==> src/rtl/synth_voice_bank.sv <==
// synth_voice_bank: polyphonic oscillator bank and mixer feeding the I2S DAC.
// Each frame strobe presents the sample computed during the previous frame,
// then sweeps all voices one per cycle to compute the next sample.
// Optional feature: define SYNTH_SQUARE_EN to let voices select a square wave
// (cfg_wave=1); without it every voice is a sawtooth and cfg_wave is ignored.
module synth_voice_bank #(
    parameter  int NUM_VOICES = 8,
    localparam int VW         = $clog2(NUM_VOICES)
) (
    input  logic          clk,
    input  logic          rst_n,
    input  logic          sample_strobe,
    input  logic          cfg_we,
    output logic          cfg_ready,
    input  logic [VW-1:0] cfg_voice,
    input  logic [23:0]   cfg_inc,
    input  logic [6:0]    cfg_vel,
    input  logic          cfg_gate,
    input  logic          cfg_wave,
    output logic [23:0]   dac_l,
    output logic [23:0]   dac_r,
    output logic          busy,
    output logic          overrun
);

    typedef enum logic [1:0] {
        IDLE  = 2'd0,
        SWEEP = 2'd1,
        FLUSH = 2'd2
    } state_t;

    // The sweep counter runs one beat past the last voice to drain the term pipe.
    localparam logic [VW:0]          CNT_LAST = (VW + 1)'(NUM_VOICES);
    localparam logic signed [26:0]   SAT_MAX  = 27'sd8388607;
    localparam logic signed [26:0]   SAT_MIN  = -27'sd8388608;

    // Control
    state_t state_q, state_d;
    logic   start;
    logic   step;
    logic   commit;
    logic   cfg_accept;

    // Per-voice register file
    logic [23:0]           phase_q [NUM_VOICES];
    logic [23:0]           inc_q   [NUM_VOICES];
    logic [6:0]            vel_q   [NUM_VOICES];
    logic [NUM_VOICES-1:0] gate_q;
    logic [NUM_VOICES-1:0] wave_q;
    logic [NUM_VOICES-1:0] restart_q;

    // Sweep datapath
    logic [VW:0]        cnt_q;
    logic [VW-1:0]      idx;
    logic               issue;
    logic [23:0]        p_cur;
    logic [23:0]        phase_next;
    logic signed [15:0] saw_val;
    logic signed [15:0] osc_val;
    logic signed [23:0] product;
    logic signed [22:0] term_next;
    logic signed [22:0] term_q;
    logic signed [26:0] acc_q;
    logic [23:0]        sat_val;
    logic [23:0]        pending_q;

    // Output side
    logic [23:0] dac_q;
    logic        overrun_q;

    assign busy       = (state_q != IDLE);
    assign cfg_ready  = ~busy;
    assign cfg_accept = cfg_we & cfg_ready;
    assign dac_l      = dac_q;
    assign dac_r      = dac_q;
    assign overrun    = overrun_q;

    assign idx   = cnt_q[VW-1:0];
    assign issue = (state_q == SWEEP) && (cnt_q != CNT_LAST);

`ifndef SYNTH_SQUARE_EN
    // Waveform select is stored but has no effect in the saw-only build.
    logic unused_wave;
    assign unused_wave = ^wave_q;
`endif

    // State register for the sweep sequencer.
    // NOTE: sequential state is assigned with <= so every flop samples the
    // pre-edge values of the others, independent of statement order.
    always_ff @(posedge clk or negedge rst_n) begin
        if (!rst_n) begin
            state_q <= IDLE;
        end else begin
            state_q <= state_d;
        end
    end

    // Next-state and control pulses: start a sweep, step through voices, commit the sum.
    // NOTE: every output of this block gets a default first so no path leaves
    // a value held, which would otherwise infer a latch.
    always_comb begin
        state_d = state_q;
        start   = 1'b0;
        step    = 1'b0;
        commit  = 1'b0;
        unique case (state_q)
            IDLE: begin
                if (sample_strobe) begin
                    start   = 1'b1;
                    state_d = SWEEP;
                end
            end
            SWEEP: begin
                step = 1'b1;
                if (cnt_q == CNT_LAST) begin
                    state_d = FLUSH;
                end
            end
            FLUSH: begin
                commit  = 1'b1;
                state_d = IDLE;
            end
            default: begin
                state_d = IDLE;
            end
        endcase
    end

    // Oscillator for the voice currently selected by the sweep counter.
    always_comb begin
        p_cur   = restart_q[idx] ? 24'd0 : phase_q[idx];
        saw_val = {~p_cur[23], p_cur[22:8]};
`ifdef SYNTH_SQUARE_EN
        if (wave_q[idx]) begin
            osc_val = p_cur[23] ? 16'sh8000 : 16'sh7FFF;
        end else begin
            osc_val = saw_val;
        end
`else
        osc_val = saw_val;
`endif
        // |-32768 * 127| fits in 23 signed bits, so the top product bit is redundant.
        product    = osc_val * $signed({1'b0, vel_q[idx]});
        term_next  = gate_q[idx] ? product[22:0] : 23'sd0;
        phase_next = gate_q[idx] ? (p_cur + inc_q[idx]) : 24'd0;
    end

    // Clamp the 27-bit mix to the 24-bit signed DAC range.
    always_comb begin
        if (acc_q > SAT_MAX) begin
            sat_val = 24'h7FFFFF;
        end else if (acc_q < SAT_MIN) begin
            sat_val = 24'h800000;
        end else begin
            sat_val = acc_q[23:0];
        end
    end

    // Voice register file: config writes while idle, phase advance during the sweep.
    // NOTE: the voice arrays sit in the async reset on purpose: a note left
    // sounding across reset would be audible, so they cannot be left unreset.
    always_ff @(posedge clk or negedge rst_n) begin
        if (!rst_n) begin
            for (int v = 0; v < NUM_VOICES; v++) begin
                phase_q[v] <= '0;
                inc_q[v]   <= '0;
                vel_q[v]   <= '0;
            end
            gate_q    <= '0;
            wave_q    <= '0;
            restart_q <= '0;
        end else if (cfg_accept) begin
            inc_q[cfg_voice]  <= cfg_inc;
            vel_q[cfg_voice]  <= cfg_vel;
            gate_q[cfg_voice] <= cfg_gate;
            wave_q[cfg_voice] <= cfg_wave;
            if (cfg_gate) begin
                restart_q[cfg_voice] <= 1'b1;
            end
        end else if (issue) begin
            phase_q[idx]   <= phase_next;
            restart_q[idx] <= 1'b0;
        end
    end

    // Two-stage mix pipe: register each voice term, add it one cycle later.
    always_ff @(posedge clk or negedge rst_n) begin
        if (!rst_n) begin
            cnt_q     <= '0;
            term_q    <= '0;
            acc_q     <= '0;
            pending_q <= '0;
        end else begin
            if (start) begin
                cnt_q  <= '0;
                term_q <= '0;
                acc_q  <= '0;
            end else if (step) begin
                cnt_q  <= cnt_q + 1'b1;
                acc_q  <= acc_q + 27'(term_q);
                term_q <= issue ? term_next : 23'sd0;
            end
            if (commit) begin
                pending_q <= sat_val;
            end
        end
    end

    // Frame output: present the pending sample on every strobe, flag strobes during a sweep.
    always_ff @(posedge clk or negedge rst_n) begin
        if (!rst_n) begin
            dac_q     <= '0;
            overrun_q <= 1'b0;
        end else if (sample_strobe) begin
            dac_q <= pending_q;
            if (busy) begin
                overrun_q <= 1'b1;
            end
        end
    end

endmodule

==> config.mk <==
export PLATFORM = sky130hd
export DESIGN_NAME = synth_voice_bank
export DESIGN_NICKNAME = d
export VERILOG_FILES = /design/src/rtl/synth_voice_bank.sv
export SDC_FILE = /design/constraint.sdc
export NUM_CORES = 1
export LEC_CHECK = 0
export ABC_CLOCK_PERIOD_IN_PS = 6900
export CAP_MARGIN = 5
export CORE_ASPECT_RATIO = 0.9
export CORE_MARGIN = 1.5
export CORE_UTILIZATION = 52
export CTS_CLUSTER_DIAMETER = 80
export DETAILED_ROUTE_END_ITERATION = 8
export HOLD_SLACK_MARGIN = 0.08
export PLACE_DENSITY_LB_ADDON = 0.25
export SLEW_MARGIN = 20
export SYNTH_ARGS = -nofsm -noshare
export SYNTH_HDL_FRONTEND = slang
export SYNTH_SLANG_ARGS = --single-unit
==> constraint.sdc <==
create_clock -name clk -period 6.9 [get_ports clk]
set_input_delay 1.725 -clock clk [delete_from_list [all_inputs] [get_ports clk]]
set_output_delay 1.725 -clock clk [all_outputs]
set_load 0.1 [all_outputs]
==> results of run 1 <==
-- worst max-delay path, stage by stage (launching register included) --
cell and delay, ns:
dfrtp_2 0.47, inv_2 0.23, nand2_1 0.26, nor2_1 0.49, buf_4 0.32, a22oi_1 0.12
a41o_1 0.28, inv_1 0.17, nand3_1 0.11, fa_1 0.49, inv_1 0.05, fa_1 0.47
fa_1 0.54, inv_1 0.05, fa_1 0.52, inv_1 0.04, ha_1 0.23, a2111oi_2 0.34
nor3_1 0.15, a2111oi_2 0.43, o31ai_1 0.20, a31oi_1 0.22, xor2_1 0.17, o21ai_1 0.07
-- metal layers --
layer  vias to the layer above  track usage  part of all wire
met5                         -            0           0.00049
met4                         6       0.0878             0.026
met3                       140       0.0508             0.076
met2                       809        0.444              0.46
met1                     11200        0.383              0.44
li1                      10100            -                 -
-- registers in the layout, indices dropped and copies added, names as in the netlist, 23 cells and up --
register / cells
inc_q: 192
phase_q: 192
vel_q: 56
acc_q: 27
dac_l: 24
pending_q: 24
term_q: 23
-- logic make-up after synthesis --
family / count (synthesis)
AO/OA/AOI/OAI: 650
XOR/XNOR: 63
adder cells (fa/ha/maj): 183
buffers and inverters: 334
flip-flops: 561
multiplexers: 326
AND/OR/NAND/NOR: 743
-- layout by cell type, fill, tap and decap left out, types with 19 or more instances in the layout --
cell type / instances
a21o_1: 31
a21oi_1: 62
a22oi_1: 46
a31oi_1: 19
buf_4: 85
clkbuf_16: 57
clkdlybuf4s50_1: 88
dfrtp_1: 558
fa_1: 86
ha_1: 97
inv_1: 162
mux2_2: 295
mux2i_1: 23
nand2_1: 435
nand2b_1: 25
nor2_1: 156
nor3_1: 24
o21ai_0: 187
o21ai_1: 78
o22ai_1: 75
xnor2_1: 38
xor2_1: 25
-- worst max-delay path by stage --
stage,start,endpoint,cells after the start
floorplan,cnt_q[0]$_DFFE_PN0P_,term_q[19]$_DFFE_PN0P_,24
global placement,cnt_q[0]$_DFFE_PN0P_,term_q[19]$_DFFE_PN0P_,23
detailed placement,cnt_q[0]$_DFFE_PN0P_,term_q[19]$_DFFE_PN0P_,23
CTS,cnt_q[2]$_DFFE_PN0P_,term_q[19]$_DFFE_PN0P_,25
global route,cnt_q[0]$_DFFE_PN0P_,term_q[19]$_DFFE_PN0P_,24
finish,cnt_q[0]$_DFFE_PN0P_,term_q[19]$_DFFE_PN0P_,23
-- what timing repair did --
| item | 4_1_cts | 5_1_grt |
|---|---|---|
| endpoints found under the setup margin | 0 | 5 |
| buffers inserted | 0 | 5 |
| resized for setup | 0 | 7 |
| endpoints found under the hold margin | 0 | 0 |
-- through the flow --
step           hold slack, ns   util  worst slack (ns)  instance area [um^2]  cells
2_1_floorplan           0.433      -             0.623                 29900   2860
3_3_place_gp            0.438  0.559             0.152                 31800   3634
3_5_place_dp            0.454  0.559             0.167                 31800   3634
4_1_cts                 0.468  0.592             0.134                 33700   3737
5_1_grt                 0.493  0.594            0.0250                 33800   3743
6_report                0.463  0.594             0.291                 33800   3743
-- final cells by class --
class	count	area share
Multi-Input combinational cell	1965	0.430
Clock inverter	22	0.00689
Sequential cell	561	0.416
Clock buffer	81	0.0490
Inverter	164	0.0182
Timing Repair Buffer	185	0.0517
Tap cell	765	0.0283
==> out/summary.txt, run 1 <==
clock root cell - clkbuf_16
hold path start - overrun$_DFFE_PN0P_
worst hold path type - reg -> reg
fmax - 151 MHz
Avg Vias per Cell - 5.95
worst-skew pair later-pin latency - 0.62 ns
Hold Path Sink - overrun$_DFFE_PN0P_
final setup fails - 0
CTS tree - done
IO buf count - 89
DP HPWL - 53800 um
most common cell in the synthesized netlist - dfrtp_1
ratio of cells with drive above 1 in the final layout - 0.180
Worst-path clk slew - 0.07 ns
Startpoint Class - register
global router's overall resource usage - 0.277
Core ar. - 56900 um^2
Crit Reg-Reg Endpoint - term_q[19]$_DFFE_PN0P_
Hold-fix buffers, CTS - 0
Inserted Clock Buffers - 57
yosys warns - 0
Syn Area/Cell - 10.5 um^2
synth cell count leaders - dfrtp_1 (561), nand2_1 (439), mux2_2 (295)
Worst-Margin Slew - 1.14 ns
synthesized netlist cell count - 2860
Multi-input gate area - 14500 um^2
top_reg_cell synth - dfrtp_1
iteration count of the initial detailed-routing pass - 5
largest family of logic cells by synthesized area - compound AO/OA/AOI/OAI gates
Starting Density - 0.525
post-synthesis simple-gate area fraction - 0.105
crit end category - register
critical path required time - 7.38 ns
Final Hold Violating Endpoints - 0
Rel. slew slack - 0.239
Worst Setup Path Type - reg -> reg
share of the yosys chip area belonging to registers - 0.470
H-tree Lvls - 2
max-slew violation count - 0
Fill cells - 4725
setup TNS - 0 ns
global-route wire length before repair - 129000 um
Clock Path Buffers - 3
clk sinks - 561
Max FO, Critical Path - 8
compound-cell area share of the yosys netlist - 0.138
final wirelength - 79900 um
DIE WIDTH - 256 um
post-route antenna net violation count - 0
Synth area leader - dfrtp_1
post-synthesis mux area share - 0.125
Synth async-reset ratio - 1.00
area of the mapped netlist - 29900 um^2
# rows - 83
final net count - 3157
Area Growth Syn to Fin - 13.1%
Iter 0 DRT Violations - 1917
IO Pins - 91
area share of the largest cell type after synthesis - 0.470
Post-Route Skew - 0.0236 ns
Residual DRC - 0
min Tclk post-route - 6.61 ns
data arrival time of the worst path - 7.09 ns
Post-synth EDFFs - 0
status - finished clean
Max-Cap Viols - 0
launching point of the worst reg2reg path - cnt_q[0]$_DFFE_PN0P_
initial antenna violation count - 5
die height - 230 um
XOR/XNOR Fraction of Synth Area - 0.0185
DR vias - 22300
synthesized net count - 3083
reg-to-reg slack, setup - 0.29 ns
largest net degree at the start of global routing - 217
total gr overflow - 0
fin crit share - 0.958
count of cell types in the netlist - 74
number of synthesized register bits - 561
Antenna Cells - 0
post-synthesis adder-cell area fraction - 0.0982
cell count of the worst reg-to-reg path - 23
vias in the first global route - 23000
WL/cell - 21.4 um
FF/Latch Area - 14000 um^2
routability congestion estimate - 0.910
Hold Path Stages - 1
Area contributors post-synth - dfrtp_1 (47%), mux2_2 (11%), fa_1 (5.8%)
RSZ-0062 raised after global routing - no
Die Area - 58900 um^2
Power of run 1 is left out: the tool's default activity adds up to more than one toggle a clock period on the data nets, which glitch-free logic cannot reach.
==> inputs of run 2 (changes only) <==
Settings changed: CTS_CLUSTER_SIZE from default to 28.
==> run 2 against run 1 <==
  * Die area stayed put
  * Non-clock buffer count stayed put
  * Count of clock-buffer cells in the layout is 49 lower
  * Highest routed layer unchanged
==> out/summary.txt, run 2 (same netlist as run 1, synthesis figures left out) <==
status - finished clean
min Tclk post-route - 6.60 ns
Post-Route Skew - 0.0263 ns
initial antenna violation count - 5
final wirelength - 79200 um
vias in the first global route - 22600
WL/cell - 21.5 um
CTS tree - done
post-route antenna net violation count - 0
Max-Cap Viols - 0
Hold-fix buffers, CTS - 0
fin crit share - 0.956
global router's overall resource usage - 0.272
# rows - 83
Avg Vias per Cell - 5.96
max-slew violation count - 0
final net count - 3129
iteration count of the initial detailed-routing pass - 6
FF/Latch Area - 14000 um^2
Starting Density - 0.525
Largest regs - inc_q: 192 flops, phase_q: 192 flops, vel_q: 56 flops
commonest non-fill, non-tap cell in the layout - dfrtp_1
H-tree Lvls - 1
IO buf count - 89
ratio of cells with drive above 1 in the final layout - 0.167
data arrival time of the worst path - 7.08 ns
die height - 230 um
DP HPWL - 53800 um
Fill cells - 4798
Residual DRC - 0
worst hold path type - reg -> reg
total gr overflow - 0
Area Growth Syn to Fin - 10.1%
largest net degree at the start of global routing - 217
DR vias - 22000
DIE WIDTH - 256 um
Max FO, Critical Path - 8
Rel. slew slack - 0.243
Iter 0 DRT Violations - 2003
fmax - 152 MHz
clk sinks - 561
Core ar. - 56900 um^2
Core Util, Final - 0.578
Worst-Margin Slew - 1.14 ns
worst-skew pair later-pin latency - 0.62 ns
commonest cells after routing, fill and taps aside - dfrtp_1 (558), nand2_1 (435), mux2_2 (295), o21ai_0 (187), inv_1 (162)
Startpoint Class - register
Die Area - 58900 um^2
Worst Setup Path Type - reg -> reg
Multi-input gate area - 14500 um^2
Final Hold Violating Endpoints - 0
routability congestion estimate - 0.910
crit end category - register
final setup fails - 0
Clock Path Buffers - 3
IO Pins - 91
Worst-path clk slew - 0.10 ns
Inserted Clock Buffers - 29
critical path required time - 7.38 ns
clock root cell - clkbuf_16
global-route wire length before repair - 127000 um
run 2: cell count changes in the layout (fill, tap and decap cells not counted), sizes merged:
cell      change
inv           +3
clkbuf       -49
clkinvlp      -2
diode         +1
clkinv        -7
bufinv        -2
run 2: what timing repair did:
| action | in CTS | in global routing |
|---|---|---|
| endpoints found under the setup margin | 0 | 5 |
| setup buffers | 0 | 5 |
| resized for setup | 0 | 7 |
run 2: routing by layer:
metal  routed length, um  GRT usage
met1               34300      0.371
met3                6310     0.0558
met4                2450     0.0766
met2               36200      0.444
met5                  42          0
run 2: worst max-delay path, stage by stage, from the launching register on:
cell       delay (ns)
dfrtp_2          0.48
inv_2            0.23
nand2_1          0.26
nor2_1           0.48
buf_4            0.32
a22oi_1          0.12
a41o_1           0.29
inv_1            0.18
nand3_1          0.11
fa_1             0.49
inv_1            0.05
fa_1             0.47
fa_1             0.54
inv_1            0.05
fa_1             0.52
inv_1            0.04
ha_1             0.23
a2111oi_2        0.35
nor3_1           0.15
a2111oi_2        0.43
o31ai_1          0.20
a31oi_1          0.22
xor2_1           0.17
o21ai_1          0.07
run 2: per-stage QoR:
| step | setup TNS, ns | instance area [um^2] | hold slack, ns | std cells | worst slack, ns |
|---|---|---|---|---|---|
| 2_1_floorplan | 0 | 29900 | 0.433 | 2860 | 0.623 |
| 3_3_place_gp | 0 | 31800 | 0.438 | 3634 | 0.152 |
| 3_5_place_dp | 0 | 31800 | 0.454 | 3634 | 0.167 |
| 4_1_cts | 0 | 32800 | 0.477 | 3680 | 0.130 |
| 5_1_grt | -0.00333 | 32900 | 0.504 | 3687 | -0.00333 |
| 6_report | 0 | 32900 | 0.474 | 3687 | 0.303 |
run 2: layout make-up:
type | instances | share of cell area
Multi-Input combinational cell | 1965 | 0.442
Sequential cell | 561 | 0.427
Timing Repair Buffer | 185 | 0.0531
Tap cell | 765 | 0.0291
Clock buffer | 32 | 0.0227
Inverter | 164 | 0.0187
Clock inverter | 14 | 0.00757
Antenna cell | 1 | 0.0000760
run 2: final timing paths:
path | slack [ns] | depth (start not counted) | to | start
worst max register to register | 0.30 | 23 | term_q[19]$_DFFE_PN0P_ | cnt_q[0]$_DFFE_PN0P_
worst min-delay path | 0.47 | 1 | overrun$_DFFE_PN0P_ | overrun$_DFFE_PN0P_
worst min register to register | 0.47 | 1 | overrun$_DFFE_PN0P_ | overrun$_DFFE_PN0P_
worst max-delay path | 0.30 | 23 | term_q[19]$_DFFE_PN0P_ | cnt_q[0]$_DFFE_PN0P_
min in group asynchronous | 1.13 | 1 | phase_q[123]$_DFFE_PN0P_ | rst_n
max in group asynchronous | 4.18 | 3 | vel_q[26]$_DFFE_PN0P_ | rst_n
Power of run 2 is left out for the same reason.
